==> src/rtl/t_flip_seq_ctrl.sv <==
// t_flip_seq_ctrl
// ---------------------------------------------------------------------------
// Purpose:
//   Sequencer for a bank of WIDTH toggle flip-flops. The bank itself is
//   owned here (q <= q ^ t_vec on every rising edge). The controller only
//   ever changes q through the toggle vector: it loads a start value, counts
//   up or down to a terminal value, then either reloads (auto_reload) or
//   finishes with a one-cycle done pulse.
//
// Ports:
//   clk          rising-edge clock
//   rst          asynchronous, active-low reset
//   start        request a count sequence (only looked at in IDLE)
//   abort        terminate any running sequence, q holds its value
//   mode_up      1 = count up 0..limit, 0 = count down limit..0 (latched)
//   auto_reload  1 = restart at the terminal value instead of finishing
//   limit        terminal (up) or initial (down) value (latched)
//   t_vec        combinational toggle vector applied to the bank this cycle
//   q            current T-flop bank state
//   busy         high whenever the sequencer is not idle
//   done         registered one-cycle pulse, high during the DONE state
//   wrap         registered one-cycle pulse, high the cycle after a reload
// ---------------------------------------------------------------------------
module t_flip_seq_ctrl #(
    parameter int WIDTH = 4
) (
    input  logic             clk,
    input  logic             rst,
    input  logic             start,
    input  logic             abort,
    input  logic             mode_up,
    input  logic             auto_reload,
    input  logic [WIDTH-1:0] limit,
    output logic [WIDTH-1:0] t_vec,
    output logic [WIDTH-1:0] q,
    output logic             busy,
    output logic             done,
    output logic             wrap
);

    typedef enum logic [1:0] {
        ST_IDLE,
        ST_LOAD,
        ST_RUN,
        ST_DONE
    } state_t;

    state_t           state;
    state_t           state_nxt;

    // Sequence parameters captured when a start is accepted
    logic [WIDTH-1:0] lim_q;
    logic             dir_up_q;
    logic             reload_q;

    logic [WIDTH-1:0] init_val;
    logic [WIDTH-1:0] end_val;
    logic [WIDTH-1:0] count_vec;
    logic             at_end;
    logic             latch_en;
    logic             done_nxt;
    logic             wrap_nxt;
    logic             carry;

    // Up counts run 0..lim, down counts run lim..0
    assign init_val = dir_up_q ? '0    : lim_q;
    assign end_val  = dir_up_q ? lim_q : '0;
    assign at_end   = (q == end_val);
    assign busy     = (state != ST_IDLE);

    // Toggle pattern for a +1 / -1 step: bit i flips when every lower bit
    // is 1 (counting up) or 0 (counting down).
    always_comb begin
        count_vec = '0;
        carry     = 1'b1;
        for (int i = 0; i < WIDTH; i++) begin
            count_vec[i] = carry;
            carry        = carry & (dir_up_q ? q[i] : ~q[i]);
        end
    end

    // Next-state and toggle-vector decode. Abort forces t_vec to zero so the
    // bank keeps its value while the sequencer drops back to idle. Since
    // reset parks the FSM in IDLE, t_vec is already zero while rst is low.
    always_comb begin
        state_nxt = state;
        t_vec     = '0;
        latch_en  = 1'b0;
        done_nxt  = 1'b0;
        wrap_nxt  = 1'b0;
        case (state)
            ST_IDLE: begin
                if (start && !abort) begin
                    latch_en  = 1'b1;
                    state_nxt = ST_LOAD;
                end
            end
            ST_LOAD: begin
                if (abort) begin
                    state_nxt = ST_IDLE;
                end else begin
                    t_vec     = q ^ init_val;
                    state_nxt = ST_RUN;
                end
            end
            ST_RUN: begin
                if (abort) begin
                    state_nxt = ST_IDLE;
                end else if (!at_end) begin
                    t_vec = count_vec;
                end else if (reload_q) begin
                    t_vec    = q ^ init_val;
                    wrap_nxt = 1'b1;
                end else begin
                    state_nxt = ST_DONE;
                    done_nxt  = 1'b1;
                end
            end
            ST_DONE: begin
                state_nxt = ST_IDLE;
            end
            default: begin
                state_nxt = ST_IDLE;
            end
        endcase
    end

    // State register, pulse outputs and the T-flop bank
    always_ff @(posedge clk or negedge rst) begin
        if (!rst) begin
            state <= ST_IDLE;
            q     <= '0;
            done  <= 1'b0;
            wrap  <= 1'b0;
        end else begin
            state <= state_nxt;
            q     <= q ^ t_vec;
            done  <= done_nxt;
            wrap  <= wrap_nxt;
        end
    end

    // Sequence parameters are frozen for the whole run
    always_ff @(posedge clk or negedge rst) begin
        if (!rst) begin
            lim_q    <= '0;
            dir_up_q <= 1'b0;
            reload_q <= 1'b0;
        end else if (latch_en) begin
            lim_q    <= limit;
            dir_up_q <= mode_up;
            reload_q <= auto_reload;
        end
    end

endmodule

==> config.mk <==
export PLATFORM = sky130hd
export DESIGN_NAME = t_flip_seq_ctrl
export DESIGN_NICKNAME = d
export VERILOG_FILES = /design/src/rtl/t_flip_seq_ctrl.sv
export SDC_FILE = /design/constraint.sdc
export NUM_CORES = 1
export LEC_CHECK = 0
export CORE_MARGIN = 2
export CORE_UTILIZATION = 40
export DETAILED_ROUTE_END_ITERATION = 7
export PLACE_DENSITY = 0.69
export RECOVER_POWER = 50
export SETUP_SLACK_MARGIN = 0.2
export SLEW_MARGIN = 10
export SYNTH_ARGS = -nofsm -noshare
export SYNTH_HDL_FRONTEND = slang
export SYNTH_SLANG_ARGS = --single-unit
==> constraint.sdc <==
create_clock -name clk -period 2.65 [get_ports clk]
set_input_delay 0.265 -clock clk [delete_from_list [all_inputs] [get_ports clk]]
set_output_delay 0.265 -clock clk [all_outputs]
set_load 0.02 [all_outputs]
==> out/qor.csv <==
metric,value,unit
p_leak,0.564,nW
outcome,"complete, no violations",
drtAntennaViolNets,0,
post-route-period-util,88.2,%
htree_levels,1,
endpoint_kind,output pin,
start_util,42.2,%
drt_iter0_drc,19,
gr-total-overflow,0,
rrSetupSlack,0.70,ns
cts_buffers,3,
finalWirelength,2220,um
dp_cells,158,
synth_ff_type,dfrtp_1,
worst_slew_pin_slew,0.655,ns
antenna_found_initial,0,
fmax,0.428,GHz
setup.worst_path.class,flop to output pin,
p_total,1.49,mW
grt_pass1_vias,855,
setup_tns,0,ns
ys_top_cells_by_area,"dfrtp_1 (34%), mux2_2 (7.5%), ha_1 (3.6%), nand2b_1 (3.6%), xor2_1 (3.4%)",
viasPerCell,5.64,
slew_headroom,56.2,%
fin_crit,2.34,ns
seq_area_frac_synth,33.5,%
grt_pass1_wl,3740,um
cts.sinks,14,
yosysWarnings,0,
hold_viol_final,0,
synth.net_count,123,
drc,0,
track_usage,17.7,%
dr.pass1.iters,4,
fin_skew,0.0109,ns
ir_drop,574,uV
cts.clk_slew.worst_paths,0.10,ns
num_rows,18,
io_pins,21,
setup_slack,0.312,ns
wl_per_cell,13.6,um
grt_max_degree,16,
drive_gt1_share,20.3,%
setup_viol,0,
syn_area,1040,um^2
yosys_register_bits,14,
rsz0062_at_grt,no,
syn2layout_area_growth,26.5,%
finalMaxSlewViolations,0,
crit_path_start_kind,flop,
cts_tree,done,
r2r-start,q[0],
cp.required,2.38,ns
synth_cell_types,44,
vias,920,
synth_edf_count,0,
die_h,55.1,um
hold_path.class,input pin to asynchronous set/reset pin,
cap_violations,0,
reg2reg_depth,7,
final_cell_mix,"clkdlybuf4s50_1 (13), dfrtp_1 (12), mux2_2 (7)",
postSynthAreaPerCell,9.50,um^2
netlist.top_cell.by_area,dfrtp_1,
die_area,3040,um^2
die_w,55.1,um
n_antenna_cell,0,
root_buffer,clkbuf_4,
fill_cells,250,
synth.top_cell.area_share,33.5,%
synth_cells,110,
final_nets,147,
pre_cts_slack,0.106,ns
powerDensity,1130,nW/um^2
clock_latency,0.29,ns
place_congestion,0.829,
hpwl,1670,um
hold_ws,0.435,ns
core_area,2480,um^2
rr_endpoint,q[3],
async_reset_ff_share,100,%
worstPathArrival,2.07,ns
layout.cells.non_filler,163,
layout_commonest_cell,clkdlybuf4s50_1,
path_max_fanout,6,
port_buffers,20,
cts_buffer_depth,2,
critical path: stages, from the launching register on:
cell      delay, ns
dfrtp_1        0.43
xor2_1         0.22
o22ai_2        0.10
o22a_4         0.26
nand2b_4       0.15
or3_4          0.37
o21ai_1        0.08
clkbuf_2       0.18
what timing repair did:
item,4_1_cts,5_1_grt
hold buffers,0,0
endpoints found under the setup margin,4,3
setup buffers,0,1
resized for setup,6,4
pin swaps,0,1
metrics by stage:
| step | utilization, % | area [um^2] |
|---|---|---|
| 2_1_floorplan | - | 1040 |
| 3_3_place_gp | 51.4 | 1270 |
| 3_5_place_dp | 51.4 | 1270 |
| 4_1_cts | 53.1 | 1320 |
| 5_1_grt | 53.3 | 1320 |
| 6_report | 53.3 | 1320 |
cells by family after synthesis:
| group | after synthesis | share of synthesized area, % |
|---|---|---|
| AO/OA/AOI/OAI | 23 | 16.8 |
| XOR/XNOR | 6 | 5.03 |
| adder cells (fa/ha/maj) | 3 | 3.59 |
| buffers and inverters | 13 | 6.71 |
| flip-flops | 14 | 33.5 |
| multiplexers | 9 | 9.46 |
| AND/OR/NAND/NOR | 42 | 24.9 |
Yosys cell counts, types with 3 or more instances:
cell type,n
a21oi_1,6
nor2_1,4
nand4b_1,3
nor3_1,3
buf_4,3
ha_1,3
xor2_1,4
o21ai_1,3
nand3_1,4
nand2_1,4
dfrtp_1,14
nor2b_1,3
nand2b_1,6
mux2_2,7
inv_1,6
worst max path at each step:
stage / slack, ns / cells past startpoint / to / startpoint
after global routing: 0.21 / 7 / t_vec[3] / lim_q[0]
after global placement: 0.17 / 7 / t_vec[2] / dir_up_q
final: 0.31 / 7 / t_vec[2] / q[0]
after detailed placement: 0.11 / 7 / t_vec[2] / dir_up_q
after CTS: 0.12 / 7 / t_vec[2] / dir_up_q
after floorplan: 0.54 / 7 / t_vec[2] / q[3]
final cells by class:
type	instances	area, um^2	area share, %
tap	30	37.5	2.84
timing repair buffer	26	234	17.7
sequential	14	353	26.7
clock buffer	4	36.3	2.75
multi-input combinational	83	638	48.3
inverter	6	22.5	1.70
report_power, final:
group	internal, mW	switching (mW)
Combinational	0.443	0.460
Clock	0.0837	0.0756
Sequential	0.303	0.129
registers in the layout, indices dropped and copies added, names as in the netlist:
register	count
reload_q	1
wrap	1
q	4
state	2
lim_q	4
done	1
dir_up_q	1
per-layer routing:
layer | track usage, % | vias up | routed length (um)
met4 | 8.54 | 0 | 40
met5 | 0 | - | 0
met3 | 3.23 | 4 | 97
li1 | - | 444 | -
met2 | 28.2 | 19 | 1100
met1 | 23.1 | 453 | 979
Power figures use the tool's default switching activity.
